$ cat src/rtl/exec_proof_reporter_pkg.sv
// rtl/exec_proof_reporter_pkg.sv - shared ER/attestation types and constants
package exec_proof_reporter_pkg;

    localparam int ADDR_W        = 16;
    localparam int CNT_W_DEFAULT = 16;

    typedef enum logic [1:0] {
        ST_IDLE   = 2'd0,
        ST_RUN    = 2'd1,
        ST_REPORT = 2'd2
    } er_state_t;

endpackage

$ cat src/rtl/exec_proof_reporter_sat_counter.sv
// rtl/exec_proof_reporter_sat_counter.sv - saturating up-counter with sync reset
module exec_proof_reporter_sat_counter #(
    parameter int W = 16
) (
    input  logic         clk,
    input  logic         reset,
    input  logic         inc,
    output logic [W-1:0] count
);

    localparam logic [W-1:0] ONE = {{(W-1){1'b0}}, 1'b1};

    always_ff @(posedge clk) begin
        if (reset) begin
            count <= '0;
        end else if (inc && (count != '1)) begin
            count <= count + ONE;
        end
    end

endmodule

$ cat src/rtl/exec_proof_reporter.sv
// rtl/exec_proof_reporter.sv - turns ER entry/exit and exec flag into proof records
module exec_proof_reporter
    import exec_proof_reporter_pkg::*;
#(
    parameter int CNT_W = CNT_W_DEFAULT
) (
    input  logic              clk,
    input  logic              reset,
    input  logic [ADDR_W-1:0] pc,
    input  logic              exec,
    input  logic [ADDR_W-1:0] ER_min,
    input  logic [ADDR_W-1:0] ER_max,
    input  logic              proof_ready,
    output logic              proof_valid,
    output logic              proof_exec,
    output logic [CNT_W-1:0]  proof_count,
    output logic              in_er,
    output logic              overrun
);

    er_state_t state;
    logic      entry;
    logic      complete;

    assign entry    = (pc == ER_min) && exec;
    // exec drop has priority over reaching ER_max, so a completion needs exec high
    assign complete = (state == ST_RUN) && exec && (pc == ER_max);

    exec_proof_reporter_sat_counter #(.W(CNT_W)) u_count (
        .clk   (clk),
        .reset (reset),
        .inc   (complete),
        .count (proof_count)
    );

    always_ff @(posedge clk) begin
        if (reset) begin
            state       <= ST_IDLE;
            proof_valid <= 1'b0;
            proof_exec  <= 1'b0;
            in_er       <= 1'b0;
            overrun     <= 1'b0;
        end else begin
            case (state)
                ST_IDLE: begin
                    if (entry) begin
                        state <= ST_RUN;
                        in_er <= 1'b1;
                    end
                end
                ST_RUN: begin
                    if (!exec) begin
                        state       <= ST_REPORT;
                        in_er       <= 1'b0;
                        proof_valid <= 1'b1;
                        proof_exec  <= 1'b0;
                    end else if (pc == ER_max) begin
                        state       <= ST_REPORT;
                        in_er       <= 1'b0;
                        proof_valid <= 1'b1;
                        proof_exec  <= 1'b1;
                    end
                end
                ST_REPORT: begin
                    // an entry seen here is lost even if the handshake completes now
                    if (entry) begin
                        overrun <= 1'b1;
                    end
                    if (proof_ready) begin
                        state       <= ST_IDLE;
                        proof_valid <= 1'b0;
                    end
                end
                default: begin
                    state <= ST_IDLE;
                end
            endcase
        end
    end

endmodule
$ cat config.mk
export PLATFORM = sky130hd
export DESIGN_NAME = exec_proof_reporter
export DESIGN_NICKNAME = d
export VERILOG_FILES = /design/src/rtl/exec_proof_reporter_pkg.sv /design/src/rtl/exec_proof_reporter_sat_counter.sv /design/src/rtl/exec_proof_reporter.sv
export SDC_FILE = /design/constraint.sdc
export NUM_CORES = 1
export LEC_CHECK = 0
export CORE_ASPECT_RATIO = 0.6
export CORE_UTILIZATION = 35
export CTS_CLUSTER_SIZE = 14
export DETAILED_ROUTE_END_ITERATION = 8
export GPL_ROUTABILITY_DRIVEN = 0
export PLACE_DENSITY = 0.74
export SETUP_SLACK_MARGIN = 0.4
export SYNTH_ARGS = -nofsm -noshare
export SYNTH_HDL_FRONTEND = slang
export SYNTH_HIERARCHICAL = 1
export SYNTH_SLANG_ARGS = --single-unit
$ cat constraint.sdc
create_clock -name clk -period 2.5 [get_ports clk]
set_input_delay 0.375 -clock clk [delete_from_list [all_inputs] [get_ports clk]]
set_output_delay 0.375 -clock clk [all_outputs]
set_load 0.05 [all_outputs]
==> impl_results.rst, run 1 <==
.. list-table::
   :header-rows: 1

   * - Metric
     - Value
   * - Outcome
     - complete, no violations
   * - CTS hold repair buffers
     - 0
   * - Post-synthesis average cell area
     - 8.50 µm²
   * - Static Leakage
     - 0.953 nW
   * - Depth of the worst register-to-register path
     - 4
   * - Comb pwr share
     - 23.2%
   * - Routed wire length per instance
     - 14.7 µm
   * - Timing-limited maximum frequency
     - 431 MHz
   * - Via count of the first global-routing pass
     - 1574
   * - Final worst-path cycle share
     - 92.9%
   * - Maxcap violations
     - 0
   * - Crit path buffers/inverters
     - 1
   * - Power density of the placed cells
     - 306 mW/mm²
   * - Chip width
     - 85.2 µm
   * - Die Footprint
     - 0.00442 mm²
   * - Worst ir drop on vdd
     - 0.000188 V
   * - Number of enable flip-flop cells after synthesis
     - 0
   * - Clk Tree Root Cell
     - clkbuf_8
   * - Endpoint of the most critical setup path
     - u_count/count[6]
   * - Residual overflow from global routing
     - 0
   * - Most repeated cell in the gate-level netlist after synthesis
     - xnor2_1
   * - Clock Path Buffers
     - 2
   * - Number of I/O port buffers
     - 71
   * - Kind of cell adding the most delay to the critical path
     - simple AND/OR/NAND/NOR gates
   * - Count of pins over their slew limit
     - 0
   * - Biggest fanout along the worst timing path
     - 5
   * - Worst Skew
     - 4.05 ps
   * - First-pass GRT wire length
     - 7530 µm
   * - # clock sinks
     - 22
   * - DRT antenna net count
     - 0
   * - Critical path capture point type
     - register
   * - Clock slew at the register clock pins of the worst setup and hold paths
     - 80 ps
   * - Final-layout worst hold slack
     - 477 ps
   * - Startpoint type of the worst setup path
     - primary input
   * - FF-to-FF setup slack
     - 570 ps
   * - Final Worst Setup Slack
     - 179 ps
   * - Transition time of the tightest slew-check pin
     - 567 ps
   * - Fraction of the yosys area taken by sequential cells
     - 30.3%
   * - Pre-antenna DRT Iters
     - 4
   * - Delay contributed by the slowest stage of the critical path
     - 470 ps
   * - Worst slack, placed
     - -449 ps
   * - Mapped cell area
     - 0.00145 mm²
   * - Normalized max-slew margin
     - 62.1%
   * - Fraction of layout instances using a drive strength above 1
     - 34.8%
   * - Hold violation total from the final report
     - 0
   * - Num rows
     - 17
   * - Via-to-Cell Ratio
     - 5.29
   * - Cell types with the largest area share after synthesis
     - dfxtp_1 (30%), xnor2_1 (18%), nand4_1 (4.3%)
   * - Initial core utilization
     - 38.0%
   * - Post-synth top area share
     - 30.3%
   * - Share of flip-flops with an asynchronous set or reset
     - 0%
   * - Final total power
     - 0.792 mW
   * - Start of the worst register-to-register path
     - u_count/count[10]
   * - Unrepaired setup endpoints after global routing
     - true
   * - Switching Fraction
     - 22.8%
   * - End-of-flow core utilization
     - 67.6%
   * - Finished Cell Area
     - 0.00259 mm²
   * - Maximum number of pins on one net before global-route repair
     - 15
   * - Top cells by instance count after synthesis
     - xnor2_1 (30), dfxtp_1 (22), a21oi_1 (12)
   * - Post-layout min period
     - 2320 ps
   * - Sum of net half-perimeters after detailed placement
     - 3630 µm
   * - Filler Cell Count
     - 324
   * - Clock latency on the worst-skew pair
     - 260 ps
   * - Number of buffers inserted during clock tree synthesis
     - 3
   * - Final net count
     - 327
   * - Layout area overhead
     - 78.0%
   * - Number of instances in the synthesized netlist
     - 171
   * - Number of vias in the routed layout
     - 1692
   * - CORE AREA
     - 0.00383 mm²
   * - Post-detailed-routing wire length
     - 4700 µm
   * - Warnings, synthesis
     - 6
   * - Fraction of power consumed by sequential logic
     - 44.2%
   * - Cell with the biggest individual delay on the critical path
     - or4_4
   * - Internal power of the cells
     - 0.611 mW
   * - Switching Power
     - 0.181 mW
   * - Clock share of power
     - 32.6%
   * - Cell type with the largest total area after synthesis
     - dfxtp_1
   * - Synth Flop Type
     - dfxtp_1
   * - End of the worst register-to-register path
     - u_count/count[13]
   * - H-tree depth
     - 1
   * - Net count after synthesis
     - 224
   * - Ordered cell list for the critical path
     - clkdlybuf4s15_2 > xnor2_2 > nand4_1 > or4_4 > nor2_4 > and2_4 > and4_4 > o41ai_4 > or3_1 > a21oi_1
   * - GRT Util Overall
     - 22.2%
   * - Post-placement cell area
     - 0.00244 mm²
   * - WP data arrival
     - 2520 ps
   * - Worst Hold Class
     - reg2reg
   * - Number of placed I/O pins
     - 72
   * - CTS tree
     - built
   * - Count of different cell masters after synthesis
     - 40
   * - DRC marker count from the first detailed-route iteration
     - 86
   * - Critical setup path kind
     - in2reg
   * - Number of design rule violations left after detail routing
     - 0
   * - Die Y
     - 51.9 µm
   * - Synthesis-stage register bit count
     - 22
   * - Antenna fix cells
     - 0
   * - Count of final setup violators
     - 0
   * - Count of cell instances traversed by the critical path
     - 10
   * - Critical path startpoint
     - ER_max[7]
   * - Initial antenna violation count
     - 0
   * - Worst EP required
     - 2700 ps
[layout make-up]
cell class              instances  area [µm²]  area share (%)
clock buffers                   4        55.1            2.13
inverters                       5        18.8           0.725
multi-input cells             140        1120            43.4
flip-flops and latches         22         440            17.0
well taps                      47        58.8            2.27
repair buffers                102         891            34.4
[routing by layer]
metal | wire length, µm | vias up | GRT usage, %
li1 | - | 848 | -
met1 | 2470 | 773 | 32.9
met2 | 1950 | 66 | 34.7
met3 | 244 | 5 | 4.29
met4 | 29 | 0 | 1.69
met5 | 0 | - | 0
[worst register-to-register path, stage by stage, from the launching register on]
cell and delay (ps):
dfxtp_1 450, nand3_1 220, or3_1 480, or4_4 520, a21oi_2 180
[worst min-delay path by stage]
stage	from	end	slack, ps	cells after the start
3_3_place_gp	proof_exec	proof_exec	460	1
4_1_cts	proof_exec	proof_exec	480	1
6_report	proof_exec	proof_exec	480	1
3_5_place_dp	proof_exec	proof_exec	460	1
2_1_floorplan	state[1]	state[0]	440	1
5_1_grt	proof_exec	proof_exec	500	1
[layout by cell type (no fill, tap or decap), types with 5 or more instances in the layout]
master / instances
clkdlybuf4s50_1: 39
buf_4: 29
dfxtp_1: 22
xnor2_1: 20
buf_2: 17
xnor2_2: 10
nand4_1: 10
a21oi_1: 10
nor2_1: 10
buf_6: 10
nand3_1: 9
nand2_1: 7
o31ai_1: 6
o21ai_0: 5
or4_1: 5
[metrics by stage]
step	setup TNS [ps]	instances
CTS	0	319
finish	0	320
detailed placement	-5190	309
global placement	-4140	309
global route	0	320
floorplan	0	171
[cell families after synthesis]
group                    synth area share (%)
adder cells (fa/ha/maj)                 0.860
AO/OA/AOI/OAI                            14.0
buffers and inverters                    2.41
flip-flops                               30.3
XOR/XNOR                                 20.5
AND/OR/NAND/NOR                          30.5
multiplexers                             1.46
[registers in the layout (all words and copies together) (netlist names)]
name / cells
proof_valid: 1
proof_exec: 1
overrun: 1
state: 2
u_count/count: 16
in_er: 1
[power by group through the flow]
stage | clock network (mW) | registers, mW | logic, mW
finish | 0.258 | 0.350 | 0.184
global route | 0.279 | 0.350 | 0.199
CTS | 0.262 | 0.350 | 0.182
detailed placement | 0 | 0.358 | 0.183
global placement | 0 | 0.358 | 0.181
floorplan | 0 | 0.358 | 0.0576
[repair_timing]
item,in CTS,in global routing
cloned,0,0
buffers inserted,6,1
pin swaps,25,5
endpoints found under the setup margin,16,14
resized for setup,133,7
hold endpoints to repair,0,0
Power figures use the tool's default switching activity.
==> run 2, diff against run 1 <==
ABC_AREA = 1   (was unset)
PLACE_DENSITY = 0.69   (was 0.74)
==> run 2 against run 1 <==
Final cell count is 53% higher. Combinational power is 5% lower. Worst setup slack better by 380 ps. Hold slack worse by 7.1 ps. Sequential power hardly changed. Register-to-register slack better by 120 ps.
==> impl_results.rst, run 2 <==
.. list-table::
   :header-rows: 1

   * - Metric
     - Value
   * - DRC marker count from the first detailed-route iteration
     - 127
   * - Post-synth top area share
     - 27.9%
   * - Filler Cell Count
     - 515
   * - Critical path capture point type
     - output port
   * - End-of-flow core utilization
     - 54.0%
   * - Synth Flop Type
     - dfxtp_1
   * - Ordered cell list for the critical path
     - clkdlybuf4s50_1
   * - Normalized max-slew margin
     - 62.9%
   * - Worst ir drop on vdd
     - 0.000163 V
   * - Layout area overhead
     - 47.8%
   * - Post-layout min period
     - 1940 ps
   * - Critical setup path kind
     - reg2out
   * - Residual overflow from global routing
     - 0
   * - Timing-limited maximum frequency
     - 515 MHz
   * - GRT Util Overall
     - 19.2%
   * - Number of instances in the synthesized netlist
     - 342
   * - Clk Tree Root Cell
     - clkbuf_8
   * - Number of I/O port buffers
     - 71
   * - Net count after synthesis
     - 395
   * - Antenna fix cells
     - 0
   * - Post-synthesis average cell area
     - 5.43 µm²
   * - Static Leakage
     - 1.36 nW
   * - Final net count
     - 477
   * - CTS tree
     - built
   * - First-pass GRT wire length
     - 8310 µm
   * - Clock Path Buffers
     - 2
   * - Fraction of layout instances using a drive strength above 1
     - 15.2%
   * - # clock sinks
     - 22
   * - FF-to-FF setup slack
     - 690 ps
   * - Number of flip-flops under the largest register name
     - 16
   * - Warnings, synthesis
     - 6
   * - Cell with the biggest individual delay on the critical path
     - clkdlybuf4s50_1
   * - Power density of the placed cells
     - 270 mW/mm²
   * - Clock slew at the register clock pins of the worst setup and hold paths
     - 80 ps
   * - CORE AREA
     - 0.00508 mm²
   * - Number of placed I/O pins
     - 72
   * - Most common library cell in the layout ignoring fill and taps
     - nand2_1
   * - Number of design rule violations left after detail routing
     - 0
   * - Die Footprint
     - 0.00561 mm²
   * - Via count of the first global-routing pass
     - 1838
   * - Worst Hold Class
     - reg2reg
   * - Mapped cell area
     - 0.00186 mm²
   * - Num rows
     - 20
   * - H-tree depth
     - 1
   * - Initial antenna violation count
     - 0
   * - Startpoint type of the worst setup path
     - register
   * - Final total power
     - 0.740 mW
   * - Leading registers by flop count
     - u_count/count: 16 flops, state: 2 flops
   * - Initial core utilization
     - 36.6%
   * - Clock latency on the worst-skew pair
     - 260 ps
   * - Post-detailed-routing wire length
     - 5250 µm
   * - Count of final setup violators
     - 0
   * - Count of different cell masters after synthesis
     - 23
   * - Transition time of the tightest slew-check pin
     - 557 ps
   * - Routed wire length per instance
     - 10.8 µm
   * - Hold violation total from the final report
     - 0
   * - Chip width
     - 96.0 µm
   * - Fraction of the yosys area taken by sequential cells
     - 23.7%
   * - Share of flip-flops with an asynchronous set or reset
     - 0%
   * - Maximum number of pins on one net before global-route repair
     - 17
   * - Commonest cells after routing, fill and taps aside
     - nand2_1 (137), inv_1 (49), nor2_1 (46), clkdlybuf4s50_1 (39), dlygate4sd2_1 (29)
   * - Maxcap violations
     - 0
   * - Biggest register
     - u_count/count
   * - Number of vias in the routed layout
     - 2206
   * - Die Y
     - 58.4 µm
   * - Most repeated cell in the gate-level netlist after synthesis
     - nand2_1
   * - Cell types with the largest area share after synthesis
     - nand2_1 (28%), dfxtp_1 (24%), nor2_1 (11%)
   * - Final worst-path cycle share
     - 77.6%
   * - Crit path buffers/inverters
     - 1
   * - WP data arrival
     - 1570 ps
   * - Kind of cell adding the most delay to the critical path
     - buffers and inverters
   * - DRT antenna net count
     - 0
   * - Worst Skew
     - 7.51 ps
   * - Via-to-Cell Ratio
     - 4.52
   * - Delay contributed by the slowest stage of the critical path
     - 850 ps
   * - Synthesis-stage register bit count
     - 22
   * - CTS hold repair buffers
     - 0
   * - Count of pins over their slew limit
     - 0
   * - Pre-antenna DRT Iters
     - 7
   * - Unrepaired setup endpoints after global routing
     - false
   * - Final non-filler cell total
     - 488
   * - Top cells by instance count after synthesis
     - nand2_1 (138), nor2_1 (53), inv_1 (51)
   * - Number of buffers inserted during clock tree synthesis
     - 3
   * - Outcome
     - complete, no violations
   * - Placed insts
     - 482
   * - Sum of net half-perimeters after detailed placement
     - 4250 µm
   * - Number of enable flip-flop cells after synthesis
     - 0
   * - Worst EP required
     - 2120 ps
   * - Cell type with the largest total area after synthesis
     - nand2_1
   * - Biggest fanout along the worst timing path
     - 6
==> run 2: logic make-up (layout without fill, tap and decap cells) <==
logic type / count (synthesis) / count (layout) / share of synthesized area, %
AND/OR/NAND/NOR: 242 / 242 / 57.1
AO/OA/AOI/OAI: 15 / 15 / 4.85
flip-flops: 22 / 22 / 23.7
buffers and inverters: 59 / 139 / 12.2
adder cells (fa/ha/maj): 1 / 1 / 0.674
XOR/XNOR: 3 / 3 / 1.42
==> run 2: area by class of cell <==
class,count,area (µm²),share of cell area [%]
clock buffers,3,41.3,1.50
multi-input cells,261,1220,44.6
inverters,57,214,7.79
flip-flops and latches,22,440,16.0
well taps,66,82.6,3.01
repair buffers,79,742,27.0
==> run 2: timing repair <==
action / CTS / global route
setup endpoints to repair: 9 / 12
resized for setup: 38 / 7
pin swaps: 13 / 10
buffers inserted: 3 / 0
gates cloned: 0 / 0
==> run 2: path summary, 6_finish.rpt <==
kind                                        start           endpoint  depth (start not counted)
worst min register to register              in_er              in_er                          2
worst min-delay path                        in_er              in_er                          2
worst max-delay path            u_count/count[11]    proof_count[11]                          1
worst max register to register           state[0]  u_count/count[13]                         11
==> run 2: routing by layer <==
layer	global-route usage (%)	share of wire, %	up-vias
met5	0	0	-
met2	29.4	40	67
met1	28.7	52	960
met4	2.35	0.70	0
li1	-	-	1173
met3	3.62	7.5	6
==> run 2: where the power goes <==
group          total, mW  switching [mW]  leakage (nW)  internal, mW
Clock              0.217           0.109        0.0216         0.108
Combinational      0.174          0.0848          1.16        0.0890
Sequential         0.350      0.00000308         0.177         0.350
Total              0.740           0.194          1.36         0.547
==> run 2: through the flow <==
| step | worst slack (ps) | instance area (µm²) | setup TNS (ps) | hold WS (ps) |
|---|---|---|---|---|
| after global placement | 19.1 | 2680 | 0 | 455 |
| after CTS | 404 | 2730 | 0 | 468 |
| after global routing | 467 | 2750 | 0 | 497 |
| final | 560 | 2750 | 0 | 470 |
| after floorplan | 655 | 1860 | 0 | 437 |
| after detailed placement | -20.4 | 2680 | -20.4 | 456 |
